<file path="src/rtl/alu_arbiter_if.sv">
//------------------------------------------------------------------------------
// alu_arbiter_if
//
// Purpose: groups the request and response handshake buses of the two-port
// ALU arbiter. Port i of every two-bit vector belongs to requester i.
// Multi-bit per-port fields are packed as {port1, port0}.
//
// Signals:
//   req_valid [1:0]   request valid, one bit per port          (master -> slave)
//   req_ready [1:0]   request accepted this cycle, per port    (slave  -> master)
//   req_op    [7:0]   {op1, op0}, 4-bit ALU op code per port   (master -> slave)
//   req_a     [63:0]  {a1, a0}, operand A per port             (master -> slave)
//   req_b     [63:0]  {b1, b0}, operand B per port             (master -> slave)
//   rsp_valid [1:0]   result valid for port i                  (slave  -> master)
//   rsp_ready [1:0]   port i takes the result                  (master -> slave)
//   rsp_data  [31:0]  result, shared by both ports             (slave  -> master)
//   rsp_err           op code of the result was illegal        (slave  -> master)
//
// Modports:
//   master : the requester side (drives requests, takes responses)
//   slave  : the arbiter side
//------------------------------------------------------------------------------
interface alu_arbiter_if;
    logic [1:0]  req_valid;
    logic [1:0]  req_ready;
    logic [7:0]  req_op;
    logic [63:0] req_a;
    logic [63:0] req_b;
    logic [1:0]  rsp_valid;
    logic [1:0]  rsp_ready;
    logic [31:0] rsp_data;
    logic        rsp_err;

    modport master (
        output req_valid,
        input  req_ready,
        output req_op,
        output req_a,
        output req_b,
        input  rsp_valid,
        output rsp_ready,
        input  rsp_data,
        input  rsp_err
    );

    modport slave (
        input  req_valid,
        output req_ready,
        input  req_op,
        input  req_a,
        input  req_b,
        output rsp_valid,
        input  rsp_ready,
        output rsp_data,
        output rsp_err
    );
endinterface : alu_arbiter_if

</file>
<file path="src/rtl/alu_arbiter.sv">
//------------------------------------------------------------------------------
// alu_arbiter
//
// Purpose: shares one external combinational 32-bit ALU between two
// requesters. A round-robin grant picks one request in IDLE, its op and
// operands are captured, the ALU result is registered in EXEC and presented
// to the owning port in RESP until that port takes it.
//
//   handshake at cycle T -> EXEC at T+1 -> rsp_valid at T+2
//   with rsp_ready held high a new op can be accepted every 3 cycles.
//
// Ports:
//   clk          rising-edge clock
//   rst_n        asynchronous active-low reset
//   bus          alu_arbiter_if.slave: request/response handshakes
//   alu_op [3:0] op code to the external ALU (from captured register)
//   alu_a [31:0] operand A to the external ALU (from captured register)
//   alu_b [31:0] operand B to the external ALU (from captured register)
//   alu_out[31:0] ALU result, valid in the same cycle
//   busy         high whenever the FSM is not in IDLE
//
// Op codes: ADD=0 SUB=1 AND=2 OR=3 XOR=4 SRA=5 SRL=6 SLL=7 SLT=8;
// codes 9..15 are illegal and complete with rsp_err=1, rsp_data=0.
//------------------------------------------------------------------------------
module alu_arbiter (
    input  logic                clk,
    input  logic                rst_n,
    alu_arbiter_if.slave        bus,
    output logic [3:0]          alu_op,
    output logic [31:0]         alu_a,
    output logic [31:0]         alu_b,
    input  logic [31:0]         alu_out,
    output logic                busy
);

    typedef enum logic [1:0] {
        IDLE = 2'd0,
        EXEC = 2'd1,
        RESP = 2'd2
    } state_t;

    localparam logic [3:0] OP_LAST_LEGAL = 4'd8;

    state_t      state_q;
    logic [3:0]  op_q;
    logic [31:0] a_q;
    logic [31:0] b_q;
    logic        owner_q;     // port index of the op in flight
    logic        last_q;      // port index granted most recently
    logic [1:0]  rsp_valid_q;
    logic [31:0] rsp_data_q;
    logic        rsp_err_q;
    logic        busy_q;

    logic [1:0]  grant_d;
    logic        req_hs;
    logic        hs_port;
    logic        rsp_hs;

    // Codes above SLT have no defined ALU function.
    function automatic logic op_legal(input logic [3:0] op);
        return (op <= OP_LAST_LEGAL);
    endfunction

    //--------------------------------------------------------------------------
    // Round-robin grant, only offered in IDLE. On a tie the port that did
    // not win last time gets it; last_q resets to 1 so port 0 wins the first
    // tie after reset.
    //--------------------------------------------------------------------------
    always_comb begin
        grant_d = 2'b00;
        if (state_q == IDLE) begin
            case (bus.req_valid)
                2'b01:   grant_d = 2'b01;
                2'b10:   grant_d = 2'b10;
                2'b11:   grant_d = last_q ? 2'b01 : 2'b10;
                default: grant_d = 2'b00;
            endcase
        end
    end

    // The grant already implies the matching valid bit.
    assign req_hs  = |grant_d;
    assign hs_port = grant_d[1];

    // Only the owner's rsp_ready counts, and only while its rsp_valid is up,
    // which in turn is only ever the case in RESP.
    assign rsp_hs  = |(rsp_valid_q & bus.rsp_ready);

    //--------------------------------------------------------------------------
    // Control FSM with registered outputs. All capture, result and handshake
    // registers are cleared by reset so an in-flight op is simply dropped.
    //--------------------------------------------------------------------------
    always_ff @(posedge clk or negedge rst_n) begin
        if (!rst_n) begin
            state_q     <= IDLE;
            op_q        <= 4'd0;
            a_q         <= 32'd0;
            b_q         <= 32'd0;
            owner_q     <= 1'b0;
            last_q      <= 1'b1;
            rsp_valid_q <= 2'b00;
            rsp_data_q  <= 32'd0;
            rsp_err_q   <= 1'b0;
            busy_q      <= 1'b0;
        end else begin
            case (state_q)
                IDLE: begin
                    if (req_hs) begin
                        op_q    <= hs_port ? bus.req_op[7:4]  : bus.req_op[3:0];
                        a_q     <= hs_port ? bus.req_a[63:32] : bus.req_a[31:0];
                        b_q     <= hs_port ? bus.req_b[63:32] : bus.req_b[31:0];
                        owner_q <= hs_port;
                        last_q  <= hs_port;
                        busy_q  <= 1'b1;
                        state_q <= EXEC;
                    end
                end

                EXEC: begin
                    // alu_out reflects the captured operands this cycle.
                    if (op_legal(op_q)) begin
                        rsp_data_q <= alu_out;
                        rsp_err_q  <= 1'b0;
                    end else begin
                        rsp_data_q <= 32'd0;
                        rsp_err_q  <= 1'b1;
                    end
                    rsp_valid_q <= owner_q ? 2'b10 : 2'b01;
                    state_q     <= RESP;
                end

                RESP: begin
                    // rsp_data is deliberately left untouched: it holds the
                    // last result after the response is taken.
                    if (rsp_hs) begin
                        rsp_valid_q <= 2'b00;
                        rsp_err_q   <= 1'b0;
                        busy_q      <= 1'b0;
                        state_q     <= IDLE;
                    end
                end

                default: begin
                    rsp_valid_q <= 2'b00;
                    rsp_err_q   <= 1'b0;
                    busy_q      <= 1'b0;
                    state_q     <= IDLE;
                end
            endcase
        end
    end

    //--------------------------------------------------------------------------
    // Outputs. The ALU is fed only from the capture registers so request
    // inputs changing in IDLE never disturb it.
    //--------------------------------------------------------------------------
    assign bus.req_ready = grant_d;
    assign bus.rsp_valid = rsp_valid_q;
    assign bus.rsp_data  = rsp_data_q;
    assign bus.rsp_err   = rsp_err_q;

    assign alu_op = op_q;
    assign alu_a  = a_q;
    assign alu_b  = b_q;
    assign busy   = busy_q;

endmodule : alu_arbiter

</file>
<file path="src/flat_wrapper.sv">
// flat-port wrapper written by rule: the top's interface ports become plain ports
module alu_arbiter_flat 
  (clk, rst_n, alu_op, alu_a, alu_b, alu_out, busy, bus_req_valid, bus_req_ready, bus_req_op, bus_req_a, bus_req_b, bus_rsp_valid, bus_rsp_ready, bus_rsp_data, bus_rsp_err);
  alu_arbiter_if bus_i ();
  input  logic clk;
  input  logic rst_n;
  output logic [3:0] alu_op;
  output logic [31:0] alu_a;
  output logic [31:0] alu_b;
  input  logic [31:0] alu_out;
  output logic busy;
  input wire logic [$bits(bus_i.req_valid)-1:0] bus_req_valid;
  output wire logic [$bits(bus_i.req_ready)-1:0] bus_req_ready;
  input wire logic [$bits(bus_i.req_op)-1:0] bus_req_op;
  input wire logic [$bits(bus_i.req_a)-1:0] bus_req_a;
  input wire logic [$bits(bus_i.req_b)-1:0] bus_req_b;
  output wire logic [$bits(bus_i.rsp_valid)-1:0] bus_rsp_valid;
  input wire logic [$bits(bus_i.rsp_ready)-1:0] bus_rsp_ready;
  output wire logic [$bits(bus_i.rsp_data)-1:0] bus_rsp_data;
  output wire logic [$bits(bus_i.rsp_err)-1:0] bus_rsp_err;
  assign bus_i.req_valid = bus_req_valid;
  assign bus_req_ready = bus_i.req_ready;
  assign bus_i.req_op = bus_req_op;
  assign bus_i.req_a = bus_req_a;
  assign bus_i.req_b = bus_req_b;
  assign bus_rsp_valid = bus_i.rsp_valid;
  assign bus_i.rsp_ready = bus_rsp_ready;
  assign bus_rsp_data = bus_i.rsp_data;
  assign bus_rsp_err = bus_i.rsp_err;
  alu_arbiter u_core (.clk(clk), .rst_n(rst_n), .bus(bus_i), .alu_op(alu_op), .alu_a(alu_a), .alu_b(alu_b), .alu_out(alu_out), .busy(busy));
endmodule
</file>
<file path="config.mk">
export PLATFORM = sky130hd
export DESIGN_NAME = alu_arbiter_flat
export DESIGN_NICKNAME = d
export VERILOG_FILES = /design/src/rtl/alu_arbiter_if.sv /design/src/rtl/alu_arbiter.sv /design/src/flat_wrapper.sv
export SDC_FILE = /design/constraint.sdc
export NUM_CORES = 1
export LEC_CHECK = 0
export ABC_CLOCK_PERIOD_IN_PS = 2200
export BUFFER_PORTS_ARGS = -buffer_cell sky130_fd_sc_hd__buf_2
export CELL_PAD_IN_SITES_DETAIL_PLACEMENT = 1
export CELL_PAD_IN_SITES_GLOBAL_PLACEMENT = 1
export CORE_ASPECT_RATIO = 0.5
export CORE_MARGIN = 2
export CORE_UTILIZATION = 33
export CTS_CLUSTER_SIZE = 14
export DETAILED_ROUTE_END_ITERATION = 7
export GPL_TIMING_DRIVEN = 0
export PLACE_DENSITY = 0.83
export SLEW_MARGIN = 20
export SYNTH_ARGS = -nofsm -noshare
export SYNTH_HDL_FRONTEND = slang
export SYNTH_SLANG_ARGS = --single-unit
</file>
<file path="constraint.sdc">
create_clock -name clk -period 2.2 [get_ports clk]
set_clock_uncertainty 0.15 [all_clocks]
set_input_delay 0.22 -clock clk [delete_from_list [all_inputs] [get_ports clk]]
set_output_delay 0.22 -clock clk [all_outputs]
set_load 0.02 [all_outputs]
</file>
== Yosys cells after proc, flatten, opt, wreduce, memory -nomap -nowiden ==
Cells that the tools add are included.

* Reduce and logical (&&, ||, !) cells: 7
* Magnitude comparators: 1
* Equal/unequal tests: 7
* Muxes and demuxes: 17
* Bitwise operators: 3

{| class="wikitable"
|+ Operators by type and width
! cell !! count
|-
| $mux 32 || 3
|-
| $pmux 2 s3 || 3
|-
| $mux 2 || 5
|-
| $eq 2x2->1 const B || 3
|-
| $pmux 1 s3 || 2
|-
| $reduce_and 2->1 || 3
|-
| $eq 2x1->1 const B || 2
|-
| $le 4x4->1 const B || 1
|-
| $mux 4 || 1
|-
| $ne 2x1->1 const B || 2
|-
| $reduce_or 2->1 || 2
|-
| $mux 1 || 3
|-
| $reduce_and 3->1 || 1
|-
| $and 2x2->2 || 1
|-
| $logic_not 2->1 || 1
|-
| $not 1->1 || 2
|}

* Word-level logic and storage cells: 45
* Output and inout bits: 106
* Register bits after elaboration: 108

== Longest topological paths before layout ==
* Depth in word-level cells: 6
* Depth in mapped cells: 6
* Depth with buffers taken out: 3

== Worst setup path after synthesis ==
Ideal clock, no wire load.

* Path kind: flip-flop to flip-flop
* From: reg u_core.last_q
* To: reg u_core.owner_q
* Path slack: 605 ps
* Buffers on the path: 2
* Data required time: 1926 ps
* Stages on the path, launching flop included: 6
* Arrival: 1321 ps
* Cells stage by stage: dfstp_2 > buf_2 > nand2_1 > clkbuf_1 > and2_1 > o21bai_1

* Word-level cells in the longest chain between the ends: 5

{| class="wikitable"
|+ Ends and longest elaborated chain
! what !! line !! RTL
|-
| start: declaration || alu_arbiter.sv:49 || <nowiki>logic last_q;</nowiki>
|-
| start signal: assignment || alu_arbiter.sv:114 || <nowiki>last_q <= hs_port;</nowiki>
|-
| $mux 2 (*) || alu_arbiter.sv:76 || <nowiki>2'b11: grant_d = last_q ? 2'b01 : 2'b10;</nowiki>
|-
| $pmux 2 s3 (*) || alu_arbiter.sv:73 || <nowiki>case (bus.req_valid)</nowiki>
|-
| $mux 2 (*) || alu_arbiter.sv:72 || <nowiki>if (state_q == IDLE) begin</nowiki>
|-
| via bus_req_ready[1] || flat_wrapper.sv:13 || <nowiki>output wire logic [$bits(bus_i.req_ready)-1:0] bus_req_ready;</nowiki>
|-
| $reduce_or 2->1 || alu_arbiter.sv:83 || <nowiki>assign req_hs = |grant_d;</nowiki>
|-
| $reduce_and 2->1 (no source line) || - ||
|-
| end signal: assignment || alu_arbiter.sv:113 || <nowiki>owner_q <= hs_port;</nowiki>
|-
| end: declaration || alu_arbiter.sv:48 || <nowiki>logic owner_q;</nowiki>
|}

Mark *: on every way through the listed nets, which the timed path passes. The rest lies on a longest branch.
A chain may end at the register's enable or synchronous reset.

== Worst setup path in the final report ==
* From: reg u_core.last_q
* To: out bus_req_ready[1]

* Word-level cells in the longest chain between the ends: 3

{| class="wikitable"
|+ Ends and longest elaborated chain
! what !! line
|-
| $mux 2 || alu_arbiter.sv:76
|-
| $pmux 2 s3 || alu_arbiter.sv:73
|-
| $mux 2 || alu_arbiter.sv:72
|-
| end: declaration || flat_wrapper.sv:13
|}

No other way between the ends.

==> summary.md <==
| Metric | Value |
|---|---|
| GRT Overall Usage | `0.247` |
| Utilization after layout | `0.510` |
| Worst slew margin | `0.646` |
| Flops & latches, synth | `~110` |
| Post-synth top area cell | `dfrtp_1` |
| Drt via density | `5.45` |
| Post-synthesis simple-gate area fraction | `0.190` |
| Top cells by area, synth | `dfrtp_1, o2111ai_1, nand3b_1, and3_1, o21ai_0` |
| Worst R2R Start | `u_core.last_q$_DFFE_PN1P_` |
| Main combinational cell family by area after synthesis | `compound AO/OA/AOI/OAI gates` |
| Num rows | `32` |
| Status | `completed` |
| Final WS setup | `0.0400 ns` |
| Mux contribution to synthesized area | `0` |
| Nets | `slightly above 1000` |
| Synth Warn # | `0` |
| Layout cell share with drive strength beyond 1 | `0.398` |
| Fmax | `0.463 GHz` |
| Pre-CTS setup slack | `a little under 0.2 ns` |
| Seq/Total Area, Yosys | `0.501` |
| Post-route insts no fill | `1081` |
| GR Util met1 | `0.288` |
| I/O Buffers | `278` |
| Vias in the first global route | `around 6400` |
| HP Class | `primary input to flop` |
| Post-synthesis cell count | `504` |
| Tmin final | `2.16 ns` |
| Pin count of the biggest net entering global routing | `63` |
| CP Max Fanout | `10` |
| Fillers | `about 1900` |
| Post-synthesis adder-cell area fraction | `0` |
| # DRC | `0` |
| Effective utilization at floorplan | `0.344` |
| GR Util met3 | `0.0382` |
| Post-synthesis compound-gate area fraction | `0.245` |
| TritonCTS clock tree | `done` |
| Slew Limit Fails | `0` |
| Routed Antenna Nets | `0` |
| CTS buffer count | `9` |
| Inst Count DP | `between 1000 and 1500` |
| Top-count cell post-synth | `dfrtp_1` |
| Static Leak | `around 4 nW` |
| First drt pass iteration count | `5` |
| CP required | `1.83 ns` |
| H-tree depth | `3` |
| Core area | `15700 sq um` |
| Worst-margin pin slew | `roughly 0.53 ns` |
| Setup violators final | `0` |
| Top Ports | `280` |
| Synth cell types | `32` |
| Crit path from | `u_core.last_q$_DFFE_PN1P_` |
| Part of the cycle the worst path needs | `0.982` |
| Chip Width | `about 180 um` |
| Yosys top cell area share | `0.496` |
| Clock latency at the later pin of the worst-skew pair | `0.35 ns` |
| Met2 GRT Util | `0.462` |
| Fin. Hold Viols | `0` |
| Worst IR Drop VDD | `555 uV` |
| First-pass GRT wire length | `33600 um` |
| Root Driver | `clkbuf_16` |
| FF+latch area | `2700 sq um` |
| Syn Area/Cell | `10.7 sq um` |
| Post-synth top cells | `dfrtp_1, and3_1, nand3b_1, o2111ai_1, o21ai_0` |
| Gr busiest metal | `met2` |
| Post-synthesis async set-or-reset flop share | `1.00` |
| Full die area | `between 15000 and 20000 sq um` |
| Setup crit end | `bus_req_ready[1]` |
| Max-cap violations | `0` |
| Initial DRC count | `around 220` |
| XOR/XNOR Fraction of Synth Area | `0` |
| GRT Residual Overflow | `0` |
| Syn Nets | `slightly below 700` |
| Routability congestion estimate from global placement | `roughly 0.84` |
| Multi-input combinational cell area | `approximately 2400 sq um` |
| Reg2reg setup slack | `0.38 ns` |
| PwrDens | `1380 nW/um^2` |
| Critical path capture point type | `output port` |
| HPWL after DPL | `approximately 15000 um` |
| Setup TNS | `0 ns` |
| Antenna violations before repair | `0` |
| Total power | `11.0 mW` |
| Synthesis-to-finish area growth | `48.4%` |
| Vias post-DR | `5887` |
| Ys flop type | `dfrtp_1` |
| Post-DR wirelength/cell | `20.4 um` |
| Crit path launch type | `flop` |
| Die height | `94.4 um` |
| Synth Cell Area | `roughly 5400 sq um` |
| Clock buffer depth | `2` |
| R2r endpoint | `u_core.alu_b[6]$_DFFE_PN0P_` |
| Worst-path clk slew | `around 0.080 ns` |
| Worst EP arrival | `1.79 ns` |
| WL final | `22000 um` |
| EDFF count, synth | `0` |
| Critical path type | `flop to output port` |
| Clk sinks | `108` |
| R2R depth | `5` |
[cells in the final DEF, fill, tap and decap left out, drive strengths merged]
cell type,synthesis,final
a32o,1,1
nand2,1,1
nor2,3,3
dfstp,1,1
inv,3,5
o2111ai,68,68
nor2b,1,1
or3,1,1
a21oi,2,2
a22o,35,35
dfrtp,107,107
dlygate4sd3,0,57
diode,0,1
clkbuf,47,56
nand3b,68,68
o211a,1,1
o21bai,1,1
buf,20,303
nand2b,1,1
and2,1,1
or2,2,2
a2bb2oi,1,1
clkinvlp,0,1
o21ai,69,69
nor3b,1,1
o22a,1,1
and3,68,68
clkinv,0,2
bufinv,0,1
[stage by stage]
step,hold WS [ns],cell area (sq um)
2_1_floorplan,-0.226,5400
3_3_place_gp,0.289,7060
3_5_place_dp,0.0530,7100
4_1_cts,0.000251,7990
5_1_grt,0.00717,8000
6_report,0.00665,8010
[routing by layer]
layer	part of all wire	vias up
met2	0.53	205
met4	0.029	0
li1	-	2666
met3	0.043	52
met1	0.40	2964
met5	0	-
[power breakdown]
group          internal (mW)  switching (mW)  leakage [nW]  total (mW)
registers               2.93           0.553          1.35        3.48
logic                   2.15            3.70          2.57        5.85
clock network          0.897           0.790         0.145        1.69
total                   5.97            5.04          4.06        11.0
[worst min-delay path by stage]
stage                     cells past startpoint     startpoint                                  to
after global routing                          3  bus_req_a[30]        u_core.alu_a[30]$_DFFE_PN0P_
after global placement                        2     alu_out[8]  u_core.bus.rsp_data[8]$_DFFE_PN0N_
final                                         3   bus_req_a[2]         u_core.alu_a[2]$_DFFE_PN0P_
after detailed placement                      1          rst_n         u_core.alu_a[2]$_DFFE_PN0P_
after CTS                                     3   bus_req_b[0]         u_core.alu_b[0]$_DFFE_PN0P_
after floorplan                               0          rst_n         u_core.alu_a[0]$_DFFE_PN0P_
[cells by family after synthesis]
family	Yosys count
flops	108
simple gates	147
compound gates	179
buf+inv	70
[registers in the layout, indices dropped and copies added (netlist names)]
signal and flops:
u_core.bus.rsp_valid 2, u_core.alu_a 32, u_core.last_q 1, u_core.alu_op 4
u_core.busy 1, u_core.owner_q 1, u_core.bus.rsp_data 32, u_core.alu_b 32
u_core.state_q 2, u_core.bus.rsp_err 1
[critical path, cell delays in order (launching register included)]
cell and delay, ns:
dfstp_2 0.52, buf_2 0.22, nand2_4 0.14, clkbuf_4 0.22
and2_1 0.17, buf_2 0.17
[area by class of cell]
type / count / share of cell area
clock inverter: 6 / 0.00891
inverter: 3 / 0.00141
multi-input combinational: 326 / 0.294
clock buffer: 10 / 0.0286
sequential: 108 / 0.338
antenna: 1 / 0.000313
timing repair buffer: 339 / 0.252
buffer: 67 / 0.0424
tap: 221 / 0.0345
[what timing repair did]
action / CTS / global route
pin swaps: 1 / 1
endpoints found under the hold margin: 101 / 0
hold buffers: 57 / 0
gates resized for setup: 5 / 1
buffers inserted: 1 / 2
endpoints found under the setup margin: 2 / 1
(Power assumes the default switching activity.)
